===== src/rtl/pipe_pkg.sv =====
// Shared definitions for the decode/issue front end: control-word bit
// positions, register index width and the issue controller state encoding.
package pipe_pkg;

  localparam int REG_IDX_W = 3;

  localparam int CTRL_SRC2MUX = 6;
  localparam int CTRL_OP      = 5;
  localparam int CTRL_READ1   = 4;
  localparam int CTRL_READ2   = 3;
  localparam int CTRL_WE      = 2;
  localparam int CTRL_JMP     = 1;
  localparam int CTRL_HALT    = 0;

  typedef enum logic [1:0] {
    RUN      = 2'd0,
    REDIRECT = 2'd1,
    DRAIN    = 2'd2,
    HALTED   = 2'd3
  } issue_state_t;

endpackage


===== src/rtl/reg_scoreboard.sv =====
// Per-register pending-write counters: incremented on issue of a writing
// instruction, decremented on writeback, queried for RAW and saturation.
module reg_scoreboard
  import pipe_pkg::*;
#(
  parameter int NUM_REGS = 8,
  parameter int PEND_W   = 2
) (
  input  logic                 clk,
  input  logic                 rst,
  input  logic                 i_incEn,
  input  logic [REG_IDX_W-1:0] i_incIdx,
  input  logic                 i_decEn,
  input  logic [REG_IDX_W-1:0] i_decIdx,
  input  logic [REG_IDX_W-1:0] i_q1Idx,
  input  logic [REG_IDX_W-1:0] i_q2Idx,
  output logic                 o_busy1,
  output logic                 o_busy2,
  output logic                 o_sat1,
  output logic                 o_allZero,
  output logic                 o_err
);

  localparam logic [PEND_W-1:0] CNT_MAX = '1;

  logic [PEND_W-1:0]   r_cnt [NUM_REGS];
  logic [NUM_REGS-1:0] w_inc;
  logic [NUM_REGS-1:0] w_dec;

  assign o_busy1 = (r_cnt[i_q1Idx] != '0);
  assign o_busy2 = (r_cnt[i_q2Idx] != '0);
  assign o_sat1  = (r_cnt[i_q1Idx] == CNT_MAX);
  assign o_err   = i_decEn && (r_cnt[i_decIdx] == '0);

  always_comb begin
    w_inc     = '0;
    w_dec     = '0;
    o_allZero = 1'b1;
    for (int i = 0; i < NUM_REGS; i++) begin
      w_inc[i] = i_incEn && (i_incIdx == REG_IDX_W'(i));
      w_dec[i] = i_decEn && (i_decIdx == REG_IDX_W'(i));
      if (r_cnt[i] != '0) o_allZero = 1'b0;
    end
  end

  // Same-cycle inc and dec cancel; a decrement of an empty counter is dropped.
  always_ff @(posedge clk) begin
    if (rst) begin
      for (int i = 0; i < NUM_REGS; i++) r_cnt[i] <= '0;
    end else begin
      for (int i = 0; i < NUM_REGS; i++) begin
        if (w_inc[i] && !w_dec[i])
          r_cnt[i] <= r_cnt[i] + PEND_W'(1);
        else if (w_dec[i] && !w_inc[i] && (r_cnt[i] != '0))
          r_cnt[i] <= r_cnt[i] - PEND_W'(1);
      end
    end
  end

endmodule


===== src/rtl/issue_ctrl.sv =====
// In-order issue controller: owns the fetch PC, resolves jumps and halts,
// and offers hazard-free decoded instructions to register read.
module issue_ctrl
  import pipe_pkg::*;
#(
  parameter logic [31:0] RESET_PC = 32'h0,
  parameter int          NUM_REGS = 8,
  parameter int          PEND_W   = 2
) (
  input  logic                 clk,
  input  logic                 rst,
  output logic [31:0]          fetch_pc,
  input  logic                 dec_valid,
  input  logic [31:0]          dec_imm,
  input  logic [REG_IDX_W-1:0] dec_src1,
  input  logic [REG_IDX_W-1:0] dec_src2,
  input  logic [6:0]           dec_ctrl,
  input  logic [7:0]           dec_len,
  output logic                 iss_valid,
  input  logic                 iss_ready,
  input  logic                 wb_valid,
  input  logic [REG_IDX_W-1:0] wb_idx,
  output logic                 halted,
  output logic                 illegal,
  output logic                 sb_err
);

  issue_state_t r_state;
  issue_state_t w_stateNext;
  logic [31:0]  r_pc;
  logic [31:0]  w_pcNext;
  logic         r_illegal;
  logic         r_sbErr;
  logic         w_setIllegal;
  logic         w_busy1, w_busy2, w_sat1, w_allZero, w_sbErrPulse;
  logic         w_hazard;
  logic         w_incEn;
  logic         w_unusedOp;

  assign w_unusedOp = dec_ctrl[CTRL_OP];

  reg_scoreboard #(
    .NUM_REGS (NUM_REGS),
    .PEND_W   (PEND_W)
  ) u_scoreboard (
    .clk       (clk),
    .rst       (rst),
    .i_incEn   (w_incEn),
    .i_incIdx  (dec_src1),
    .i_decEn   (wb_valid),
    .i_decIdx  (wb_idx),
    .i_q1Idx   (dec_src1),
    .i_q2Idx   (dec_src2),
    .o_busy1   (w_busy1),
    .o_busy2   (w_busy2),
    .o_sat1    (w_sat1),
    .o_allZero (w_allZero),
    .o_err     (w_sbErrPulse)
  );

  // src1 doubles as the destination, so its counter also gates saturation.
  assign w_hazard = (dec_ctrl[CTRL_READ1] && w_busy1)
                  || (dec_ctrl[CTRL_READ2] && !dec_ctrl[CTRL_SRC2MUX] && w_busy2)
                  || (dec_ctrl[CTRL_WE] && w_sat1);

  always_comb begin
    w_stateNext  = r_state;
    w_pcNext     = r_pc;
    w_setIllegal = 1'b0;
    iss_valid    = 1'b0;
    case (r_state)
      RUN: begin
        if (dec_valid) begin
          if (dec_len == 8'd0) begin
            w_setIllegal = 1'b1;
            w_stateNext  = HALTED;
          end else if (dec_ctrl[CTRL_HALT]) begin
            w_stateNext = DRAIN;
          end else if (dec_ctrl[CTRL_JMP]) begin
            w_pcNext    = r_pc + 32'(dec_len) + dec_imm;
            w_stateNext = REDIRECT;
          end else begin
            iss_valid = !w_hazard;
            if (!w_hazard && iss_ready) w_pcNext = r_pc + 32'(dec_len);
          end
        end
      end
      REDIRECT: w_stateNext = RUN;
      DRAIN:    if (w_allZero) w_stateNext = HALTED;
      HALTED:   w_stateNext = HALTED;
      default:  w_stateNext = RUN;
    endcase
  end

  assign w_incEn = iss_valid && iss_ready && dec_ctrl[CTRL_WE];

  always_ff @(posedge clk) begin
    if (rst) begin
      r_state   <= RUN;
      r_pc      <= RESET_PC;
      r_illegal <= 1'b0;
      r_sbErr   <= 1'b0;
    end else begin
      r_state <= w_stateNext;
      r_pc    <= w_pcNext;
      if (w_setIllegal) r_illegal <= 1'b1;
      if (w_sbErrPulse) r_sbErr <= 1'b1;
    end
  end

  assign fetch_pc = r_pc;
  assign halted   = (r_state == HALTED);
  assign illegal  = r_illegal;
  assign sb_err   = r_sbErr;

endmodule


===== config.mk =====
export PLATFORM = sky130hd
export DESIGN_NAME = issue_ctrl
export DESIGN_NICKNAME = d
export VERILOG_FILES = /design/src/rtl/pipe_pkg.sv /design/src/rtl/reg_scoreboard.sv /design/src/rtl/issue_ctrl.sv
export SDC_FILE = /design/constraint.sdc
export NUM_CORES = 1
export LEC_CHECK = 0
export CAP_MARGIN = 5
export CORE_MARGIN = 2
export CORE_UTILIZATION = 52
export DETAILED_ROUTE_END_ITERATION = 10
export PLACE_DENSITY = 0.85
export RECOVER_POWER = 50
export SLEW_MARGIN = 20
export SYNTH_ARGS = -nofsm -noshare
export SYNTH_HDL_FRONTEND = slang
export SYNTH_SLANG_ARGS = --single-unit

===== constraint.sdc =====
create_clock -name clk -period 8.8 [get_ports clk]
set_input_delay 2.2 -clock clk [delete_from_list [all_inputs] [get_ports clk]]
set_output_delay 2.2 -clock clk [all_outputs]
set_load 0.01 [all_outputs]

Word level (Yosys, flattened, before mapping)

Memories as Yosys holds them, arrays and structs flattened.
Index checks and enable logic that the tools add are counted.

Register bits: 36
RAM bits: 16
Bits of input ports: 61
Logic and storage cells: 246
Memories kept: 1

Memory list:

| name               | words | bits a word | rd ports | clocked after Yosys merged registers in | wr ports | line                 | source |
|---|---|---|---|---|---|---|---|
| u_scoreboard.r_cnt | 8     | 2           | 11       | 0                                       | 8        | reg_scoreboard.sv:26 | `logic [PEND_W-1:0] r_cnt [NUM_REGS];` |

$add $sub $neg: 18
Equal/unequal tests: 21
Muxes and demuxes: 98
Bitwise operators: 18
Reductions and logical operators: 86

Operators with widths:

| cell                  | number |
|---|---|
| $mux W1               | 74 |
| $mux W32              | 2 |
| $logic_and A1 B1 Y1   | 48 |
| $mux W2               | 21 |
| $add A32 B32 Y32      | 1 |
| $add A32 B8 Y32       | 1 |
| $eq A3 B3 Y1 const B  | 8 |
| $reduce_bool A2 Y1    | 11 |
| $logic_not A1 Y1      | 18 |
| $add A2 B1 Y2 const B | 8 |
| $or A1 B1 Y1          | 16 |
| $sub A2 B1 Y2 const B | 8 |
| $eq A3 B2 Y1 const B  | 4 |
| $logic_not A8 Y1      | 1 |
| $pmux W2 S4           | 1 |
| $eq A2 B2 Y1 const B  | 3 |
| $eq A3 B1 Y1 const B  | 2 |
| $logic_not A3 Y1      | 2 |
| $reduce_and A5 Y1     | 1 |
| $logic_not A2 Y1      | 2 |
| $ne A4 B4 Y1 const B  | 1 |
| $reduce_and A3 Y1     | 1 |
| $eq A2 B1 Y1 const B  | 1 |
| $logic_or A1 B1 Y1    | 2 |
| other kinds (3)       | 4 |

Depth between registers and ports, before layout

Gate-level depths: netlist of run 1.

Depth in word-level cells: 22
Mapped depth: 18

Modules after synthesis

Synthesis of run 1 repeated with hierarchy kept, for this count alone.

Cell total of the unflattened synthesis: 711
Area total of the unflattened synthesis: 5709.2 µm²

Modules (own cells, without submodules):

| module         | instances | cells an instance | area each (µm²) | seq. area each (µm²) |
|---|---|---|---|---|
| issue_ctrl     | 1         | 560               | 4262.8          | 720.7 |
| reg_scoreboard | 1         | 151               | 1446.4          | 480.5 |

Least setup slack after synthesis of run 1

Ideal clock, no wire load.

Kind: in2reg
From: input dec_len[0]
To: register r_pc[31] (netlist: fetch_pc[31])
Arrival: 6110 ps
Data required time: 8677 ps
Setup slack: 2567 ps
Stages on the path: 15
Cell sequence: ha_1 -> fa_1 -> a21oi_1 -> nor2_1 -> o311ai_0 -> nor4_1 -> xor2_1 -> ha_1 -> a21o_1 -> a2111oi_0 -> a2bb2oi_1 -> mux2_2 -> nor4_2 -> mux2i_1 -> mux2_1

Cells in the longest elaborated chain, start to end: 3
Elaborated cells on any way between the ends: 7
Classes of those cells: add/sub: 2; mux: 2; bitwise: 1; reduce/logical: 2

Ends and longest elaborated chain:

| what                                                       | line                                                 | source |
|---|---|---|
| start: declaration                                         | issue_ctrl.sv:18                                     | `input logic [7:0] dec_len,` |
| $add A32 B8 Y32 / $logic_not A8 Y1 (equally long branches) | issue_ctrl.sv:80, issue_ctrl.sv:84, issue_ctrl.sv:74 |  |
| $add A32 B32 Y32 (tied with other cells)                   | issue_ctrl.sv:80                                     | `w_pcNext = r_pc + 32'(dec_len) + dec_imm;` |
| $mux W32 / $reduce_and A5 Y1 (equally long branches)       | --                                                   |  |
| end signal: assignment                                     | issue_ctrl.sv:105                                    | `r_pc <= w_pcNext;` |
| end: declaration                                           | issue_ctrl.sv:30                                     | `logic [31:0] r_pc;` |

Parallel ways exist; a longest one is shown, timed or not. The select of a mux whose other input is x is not followed.
A chain may end at the register's enable or synchronous reset.

Final worst setup path of run 1

From: input dec_src1[1]
To: output iss_valid

Cells in the longest elaborated chain, start to end: 11
Elaborated cells on any way between the ends: 13
Classes of those cells: eq/ne: 1; mux: 5; reduce/logical: 6; memory: 1

Ends and longest elaborated chain:

| what                   | line                 | source |
|---|---|---|
| start: declaration     | issue_ctrl.sv:15     | `input logic [REG_IDX_W-1:0] dec_src1,` |
| $mem_v2 Z8 W2 (*)      | --                   |  |
| $reduce_bool A2 Y1     | reg_scoreboard.sv:30 | `assign o_busy1 = (r_cnt[i_q1Idx] != '0);` |
| $logic_and A1 B1 Y1    | issue_ctrl.sv:62     | `assign w_hazard = (dec_ctrl[CTRL_READ1] && w_busy1)` |
| $logic_or A1 B1 Y1     | issue_ctrl.sv:63     | `\|\| (dec_ctrl[CTRL_READ2] && !dec_ctrl[CTRL_SRC2MUX] && w_busy2)` |
| $logic_or A1 B1 Y1 (*) | issue_ctrl.sv:64     | `\|\| (dec_ctrl[CTRL_WE] && w_sat1);` |
| $logic_not A1 Y1 (*)   | issue_ctrl.sv:83     | `iss_valid = !w_hazard;` |
| $mux W1 (*)            | issue_ctrl.sv:79     | `end else if (dec_ctrl[CTRL_JMP]) begin` |
| $mux W1 (*)            | issue_ctrl.sv:77     | `end else if (dec_ctrl[CTRL_HALT]) begin` |
| $mux W1 (*)            | issue_ctrl.sv:74     | `if (dec_len == 8'd0) begin` |
| $mux W1 (*)            | issue_ctrl.sv:73     | `if (dec_valid) begin` |
| $mux W1 (*)            | issue_ctrl.sv:71     | `case (r_state)` |
| end: declaration       | issue_ctrl.sv:19     | `output logic iss_valid,` |

Every way passes the cells marked *; elsewhere a longest branch is shown, timed or not.

==> results.toml, run 1 <==
[outcome]
status = "finished, violations left"
violations = "capacitance limit, slew limit"

[clock_tree]
cts_root_buf = "clkbuf_8"
post_cts_resized = 0
path_clk_slew_ns = 0.10
cts.path.max_buffers = 2
hold_buffers = 0
cts_buffers = 5
post_cts_buffers = 0
tritoncts = "yes"
htreeDepth = 2
clock_latency_ns = 0.32
clock-sinks = 52

[min_path]
hp-class = "reg -> reg"
holdCritStartpoint = "sb_err"

[timing]
finalMaxSlewViolations = 114
rsz0062_at_grt = "false"
hold_viol = 0
skew_ns = 0.0127
relSlewSlack_pct = -79.2
setup_viol = 0
tightest_slew_ns = 2.69
max_freq_ghz = 0.132
fin_setup_tns_ns = 0
period_needed_ns = 7.57
whs_ns = 0.469
finalCritPeriodShare_pct = 86.0
worst_slack_ns = 1.23

[routing]
wl_met3_um = 1060
vias_per_cell = 6.54
drt_pass1_iterations = 5
wl_per_cell_um = 18.1
top_layer = "met4"
wl_um = 17000
drc = 0
drt-met1-wl_um = 7180
dr.first_iter.drc_count = 520
dr_wl_met2_um = 8260
ant_nets = 0
dr_total_vias = 6147

[layout]
antenna_cells = 0
area_growth_syn_to_layout_pct = 18.3
final_common_cell = "nor2_1"
drive_above_1_share_pct = 5.50
nets = 907
fillers = 989
final_cell_mix = "nor2_1 (75), nand2_1 (68), clkdlybuf4s50_1 (57), a21oi_1 (49), ha_1 (45)"

[critical_path]
reg2reg_slack_ns = 3.77
arrival_ns = 5.37
critPathLaunchType = "input port"
worstReg2RegStart = "fetch_pc[1]"
slowest_delay_ns = 0.91
r2r_end = "fetch_pc[31]"
crit_end = "iss_valid"
crit_fanout = 14
startpoint = "dec_src1[1]"
crit_chain = "dlygate4sd3_1 -> mux4_2 -> nor3_1 -> a211oi_1 -> nor4b_1 -> and2_1 -> clkdlybuf4s50_1"
worst-setup-path-type = "in -> out"
rr_worst_depth = 16
slowest_stage = "dlygate4sd3_1"
cp-end-kind = "output pin"
required_ns = 6.60

[power]
p_sw_share_pct = 38.6
p_per_area_nw_per_um2 = 118
total_power_uw = 807
p_sw_uw = 312
ir_drop_v = 0.0000768
leakagePower_nw = 2.78
power.internal_uw = 495
p_comb_share_pct = 46.2
p_clk_share_pct = 18.6
seqPwrFrac_pct = 35.1

[synthesis]
syn-instance-count = 733
yosysTopAreaCellShare_pct = 12.5
yosys_warnings = 0
synth_area_leaders = "dfxtp_1 (12%), ha_1 (9.8%), edfxtp_1 (8.3%), nor2_1 (4.9%), xnor2_1 (4.7%)"
synthFlopType = "dfxtp_1"
async_flop_share_pct = 0
synth_top_area_cell = "dfxtp_1"
ys_ff_latch = 52
synth_edf_count = 16
synth_nets = 841
post_synth.cell_area_avg_sq_um = 7.88
synth.yosys.seq_area_share_pct = 20.8
syn-cell-area_sq_um = 5770
ys_types = 77

[run]
drv_cap = 2

[place]
dpl.hpwl_um = 13000
io_buffers = 95
pre_cts_ws_ns = 1.51
place_congestion = 0.948

[die]
die_h_um = 109
die_area_sq_um = 12000
design.core.area_sq_um = 10800
ioPinCount = 97
fp.dieW_um = 109
initial_utilization_pct = 53.3
fp-row-count = 38

[global_route]
grt_max_degree = 59
grt_pass1_vias = 5801
grt_pass1_wl_um = 27500
antenna_found_initial = 0
grt_use_total_pct = 28.5
gr-total-overflow = 0
-- worst max-delay path, delay by kind of cell --
family | cells | cell delay (ns)
buffers and inverters | 2 | 1.46
muxes | 1 | 0.59
AOI/OAI and AO/OA | 1 | 0.08
and+or+nand+nor | 3 | 1.03
-- worst min path at each step --
stage,to,cells past startpoint,slack (ns)
5_1_grt,sb_err,2,0.51
3_3_place_gp,sb_err,2,0.46
4_1_cts,sb_err,2,0.48
6_report,sb_err,2,0.47
2_1_floorplan,fetch_pc[7],2,0.49
3_5_place_dp,sb_err,2,0.46
-- registers in the layout (all words and copies together) (netlist names) --
| signal | cells |
|---|---|
| r_state | 2 |
| fetch_pc | 32 |
| illegal | 1 |
| sb_err | 1 |
| u_scoreboard.r_cnt | 16 |
-- metrics by stage --
stage | area [sq um] | std cells | utilization, %
floorplan | 5770 | 733 | -
global placement | 6770 | 932 | 62.4
detailed placement | 6770 | 932 | 62.4
CTS | 6860 | 940 | 63.3
global route | 6830 | 940 | 63.0
finish | 6830 | 940 | 63.0
-- synth_stat cells (4+ instances only) --
cell / instances
nor2_1: 75
buf_2: 7
mux2i_1: 13
nand3_1: 24
nor2b_1: 9
nor3_1: 26
a22oi_1: 4
a311oi_1: 5
a2bb2oi_1: 4
a31oi_1: 4
ha_1: 45
nor3b_1: 5
clkbuf_1: 33
and3_1: 12
or2_2: 7
a21o_1: 13
a41oi_1: 5
o211ai_1: 11
a211oi_1: 23
xnor2_1: 31
edfxtp_1: 16
nand2b_1: 4
o21a_1: 8
and2_1: 5
nand2_1: 68
nand3b_1: 7
o21ai_0: 31
dfxtp_1: 36
nand4_1: 15
inv_1: 14
o31ai_1: 11
o2111ai_1: 4
or3_1: 5
nor4_1: 7
o21bai_1: 6
a21oi_1: 49
xor2_1: 21
mux4_2: 8
-- metal layers --
metal	track usage [%]	vias to the layer above
met2	49.7	285
met3	2.37	47
met4	9.40	0
met5	0	-
li1	-	2902
met1	37.1	2913
-- power by group through the flow --
stage	sequential [mW]	combinational, mW	clock [mW]
floorplan	0.287	0.255	0
global placement	0.288	0.358	0
detailed placement	0.288	0.370	0
CTS	0.283	0.372	0.152
global route	0.286	0.412	0.162
finish	0.283	0.373	0.150
-- area by class of cell --
class	count	area [sq um]	share of cell area (%)
Sequential cell	52	1200	17.6
Multi-Input combinational cell	625	4330	63.4
Clock inverter	1	8.76	0.128
Tap cell	140	175	2.56
Clock buffer	7	86.3	1.26
Inverter	15	56.3	0.824
Timing Repair Buffer	100	971	14.2
-- cell families after synthesis --
group	synth area share, %
muxes	5.96
adders and majority gates	10.4
DFF	20.8
buffers and inverters	3.79
xor gates and xnor gates	7.89
AOI/OAI and AO/OA	25.6
and+or+nand+nor	25.5
Power figures use the tool's default switching activity.
==> run 2: changes to the inputs <==
--- a/config.mk
+++ b/config.mk
@@ -6,10 +6,12 @@
 export NUM_CORES = 1
 export LEC_CHECK = 0
 export CAP_MARGIN = 5
+export CELL_PAD_IN_SITES_DETAIL_PLACEMENT = 0
+export CELL_PAD_IN_SITES_GLOBAL_PLACEMENT = 1
 export CORE_MARGIN = 2
-export CORE_UTILIZATION = 52
+export CORE_UTILIZATION = 44
 export DETAILED_ROUTE_END_ITERATION = 10
-export PLACE_DENSITY = 0.85
+export PLACE_DENSITY = 0.95
 export RECOVER_POWER = 50
 export SLEW_MARGIN = 20
 export SYNTH_ARGS = -nofsm -noshare
==> run 2 against run 1 <==
Against the previous run:
- the run still ends with capacitance limit, slew limit left
- sequential cell count unchanged
- via count shrank 0.76%
- highest routed layer unchanged
- worst setup slack worse by 0.052 ns
- wire length increased by 5.2%
- final cell count rose by 3.4%
- total power increased by 7.6%
- core utilization is 8.6 points lower
- register-to-register slack got worse by 0.10 ns
- clock power up 43%
- combinational power barely moved
==> results.toml, run 2 (same netlist as run 1, synthesis figures left out) <==
[global_route]
antenna_found_initial = 0
grt_use_total_pct = 25.1
busiest_layer = "met2"
grt_max_degree = 59
grt_pass1_vias = 5916
grt_pass1_wl_um = 29000
gr-total-overflow = 0
grt_util_met1_pct = 33.3
grt_util_met3_pct = 4.39
grtUsageMet2_pct = 41.7

[critical_path]
slowest_stage = "dlygate4sd3_1"
cp_num_buf_inv = 2
critPathLaunchType = "input port"
arrival_ns = 5.42
worst-setup-path-type = "in -> out"
required_ns = 6.60
cp-end-kind = "output pin"
crit_chain = "dlygate4sd3_1 -> mux4_2 -> nor3_1 -> a211oi_1 -> nor4b_1 -> and2_1 -> clkdlybuf4s50_1"
critPathTopFamily = "buffers and inverters"
slowest_delay_ns = 0.90
crit_fanout = 14

[die]
design.core.area_sq_um = 12700
initial_utilization_pct = 45.4
fp-row-count = 41
ioPinCount = 97
fp.dieW_um = 119
die_h_um = 119
die_area_sq_um = 14100

[layout]
drive_above_1_share_pct = 5.63
nets = 907
fillers = 1269
final_cells = 972
area_growth_syn_to_layout_pct = 19.9
multi_input_area_sq_um = 4330
final_common_cell = "nor2_1"
register_area_sq_um = 1200
final_cell_mix = "nor2_1 (75), nand2_1 (68), clkdlybuf4s50_1 (57), a21oi_1 (49), ha_1 (45)"
largest_register_ffs = 32
antenna_cells = 0

[timing]
hold_viol = 0
skew_ns = 0.00949
finalCritPeriodShare_pct = 86.6
period_needed_ns = 7.62
worst_slack_ns = 1.18
tightest_slew_ns = 2.96
setup_viol = 0
max_freq_ghz = 0.131
finalMaxSlewViolations = 114
fin_setup_tns_ns = 0
relSlewSlack_pct = -97.2
rsz0062_at_grt = "false"

[routing]
ant_nets = 0
vias_per_cell = 6.28
wl_um = 17900
dr.first_iter.drc_count = 399
wl_per_cell_um = 18.4
drt_pass1_iterations = 6
dr_total_vias = 6100
drc = 0

[place]
pre_cts_ws_ns = 1.46
place_congestion = 0.921
io_buffers = 95
dpl.hpwl_um = 13200
place_inst = 964

[clock_tree]
htreeDepth = 2
cts_root_buf = "clkbuf_16"
hold_buffers = 0
path_clk_slew_ns = 0.08
post_cts_buffers = 0
clock-sinks = 52
cts.path.max_buffers = 2
tritoncts = "yes"
post_cts_resized = 0
clock_latency_ns = 0.32
cts_buffers = 5

[power]
p_per_area_nw_per_um2 = 126
leakagePower_nw = 2.80
ir_drop_v = 0.0000713

[outcome]
violations = "capacitance limit, slew limit"
status = "finished, violations left"

[min_path]
hp-class = "reg -> reg"

[run]
drv_cap = 2
[run 2: area by class of cell]
cell class | instances | area share (%)
Clock buffer | 5 | 1.81
Clock inverter | 3 | 0.307
Inverter | 15 | 0.813
Multi-Input combinational cell | 625 | 62.6
Sequential cell | 52 | 17.4
Tap cell | 172 | 3.11
Timing Repair Buffer | 100 | 14.0
[run 2: metal layers]
| layer | vias to the layer above | share of wire [%] |
|---|---|---|
| li1 | 2911 | - |
| met5 | - | 0 |
| met4 | 0 | 1.6 |
| met2 | 269 | 47 |
| met1 | 2894 | 45 |
| met3 | 26 | 6.9 |
[run 2: through the flow]
stage,utilization [%],hold slack (ns),instance area (sq um),power [mW]
2_1_floorplan,-,0.492,5770,0.542
3_3_place_gp,53.5,0.456,6810,0.649
3_5_place_dp,53.5,0.471,6810,0.657
4_1_cts,54.6,0.489,6950,0.871
5_1_grt,54.4,0.526,6920,0.919
6_report,54.4,0.474,6920,0.869
[run 2: tightest hold or removal path, stage by stage (launching register included)]
cell and delay [ns]:
dfxtp_1 0.33, a21oi_1 0.04, nor2_1 0.07
[run 2: path summary, 6_finish.rpt]
path	from	endpoint	slack, ns	cells past startpoint
hold / removal	sb_err	sb_err	0.47	2
setup reg to reg	r_state[1]	fetch_pc[31]	3.67	8
setup / recovery	dec_src1[1]	iss_valid	1.18	7
hold reg to reg	sb_err	sb_err	0.47	2
[run 2: where the power goes]
part,switching [mW],internal (mW),total [mW],leakage [nW]
registers,0.0211,0.263,0.284,0.459
logic,0.204,0.168,0.371,2.28
clock network,0.107,0.107,0.214,0.0702
==> run 3: changes to the inputs <==
--- a/config.mk
+++ b/config.mk
@@ -6,7 +6,7 @@
 export NUM_CORES = 1
 export LEC_CHECK = 0
 export CAP_MARGIN = 5
-export CELL_PAD_IN_SITES_DETAIL_PLACEMENT = 0
+export CELL_PAD_IN_SITES_DETAIL_PLACEMENT = 1
 export CELL_PAD_IN_SITES_GLOBAL_PLACEMENT = 1
 export CORE_MARGIN = 2
 export CORE_UTILIZATION = 44
==> run 3 against run 2 <==
Against the previous run:
- the run still ends with capacitance limit, slew limit left
- wire length rose by 15%
- sequential cell count unchanged
- worst setup slack improved by 0.20 ns
- first-iteration DRC count is 2.5% lower
- critical endpoint unchanged
- highest routed layer unchanged
==> results.toml, run 3 (same netlist as run 1, synthesis figures left out) <==
[layout]
fillers = 1609
area_growth_syn_to_layout_pct = 20.0
multi_input_area_sq_um = 4340
final_common_cell = "nor2_1"
antenna_cells = 0
nets = 907
drive_above_1_share_pct = 5.75
largest_register_ffs = 32
register_area_sq_um = 1200
final_cell_mix = "nor2_1 (75), nand2_1 (68), clkdlybuf4s50_1 (57), a21oi_1 (49), ha_1 (45)"
utilization_pct = 54.5
final_cells = 972

[critical_path]
arrival_ns = 5.22
crit_fanout = 14
cp-end-kind = "output pin"
critPathLaunchType = "input port"
worst-setup-path-type = "in -> out"
required_ns = 6.60

[clock_tree]
path_clk_slew_ns = 0.08
clock_latency_ns = 0.31
post_cts_resized = 0
hold_buffers = 0
htreeDepth = 2
post_cts_buffers = 0
cts.path.max_buffers = 2
tritoncts = "yes"
cts_buffers = 5
clock-sinks = 52
cts_root_buf = "clkbuf_16"

[place]
place_congestion = 0.921
dpl.hpwl_um = 15600
place_inst = 964
io_buffers = 95

[timing]
hold_viol = 0
max_freq_ghz = 0.135
tightest_slew_ns = 2.99
rsz0062_at_grt = "false"
setup_viol = 0
skew_ns = 0.00617
finalMaxSlewViolations = 114
period_needed_ns = 7.42
whs_ns = 0.475
relSlewSlack_pct = -99.0
finalCritPeriodShare_pct = 84.3
fin_setup_tns_ns = 0

[outcome]
violations = "capacitance limit, slew limit"
status = "finished, violations left"

[routing]
drc = 0
ant_nets = 0
dr.first_iter.drc_count = 389
wl_um = 20600
dr_total_vias = 6238
drt_pass1_iterations = 5
wl_per_cell_um = 21.2
vias_per_cell = 6.42

[power]
leakagePower_nw = 2.81
p_per_area_nw_per_um2 = 128
ir_drop_v = 0.0000802

[global_route]
grt_max_degree = 59
grt_use_total_pct = 29.2
grt_pass1_vias = 6585
antenna_found_initial = 0
gr-total-overflow = 0
grt_pass1_wl_um = 33500

[min_path]
hp-class = "reg -> reg"

[run]
drv_cap = 2

[die]
ioPinCount = 97
die_area_sq_um = 14100
initial_utilization_pct = 45.4
design.core.area_sq_um = 12700
die_h_um = 119
fp-row-count = 41
fp.dieW_um = 119
[run 3: cell counts in the layout (fill, tap and decap cells not counted)]
No cell type changed its count.
[run 3: routing by layer]
metal / up-vias / part of all wire (%) / GRT usage [%]
li1: 2900 / - / -
met1: 3074 / 43 / 36.2
met2: 225 / 49 / 51.5
met3: 39 / 5.3 / 3.96
met4: 0 / 2.3 / 10.1
met5: - / 0 / 0
[run 3: stage by stage]
stage	setup WS, ns	area (sq um)	total power [mW]
2_1_floorplan	2.57	5770	0.542
3_3_place_gp	1.52	6810	0.649
3_5_place_dp	1.34	6810	0.672
4_1_cts	1.39	6950	0.888
5_1_grt	1.22	6930	0.936
6_report	1.38	6930	0.886
[run 3: power breakdown]
| group | internal, mW | switching [mW] | total (mW) |
|---|---|---|---|
| Sequential | 0.263 | 0.0215 | 0.284 |
| Clock | 0.107 | 0.108 | 0.214 |
| Combinational | 0.169 | 0.218 | 0.387 |
| Total | 0.538 | 0.348 | 0.886 |
[run 3: area by class of cell]
cell class	instances	share of cell area [%]
Clock buffer	5	1.81
Clock inverter	3	0.307
Inverter	15	0.812
Multi-Input combinational cell	625	62.6
Sequential cell	52	17.3
Tap cell	172	3.11
Timing Repair Buffer	100	14.0
[run 3: worst max-delay path: stages]
cell and delay, ns:
dlygate4sd3_1 0.91, mux4_2 0.60, nor3_1 0.18, a211oi_1 0.10
nor4b_2 0.44, and2_1 0.23, clkdlybuf4s50_1 0.56
[run 3: worst paths after layout]
kind | startpoint | endpoint | slack [ns] | depth (start not counted)
worst max register to register | fetch_pc[6] | fetch_pc[31] | 3.59 | 16
worst min register to register | sb_err | sb_err | 0.48 | 2
worst max-delay path | dec_src1[1] | iss_valid | 1.38 | 7
worst min-delay path | sb_err | sb_err | 0.48 | 2
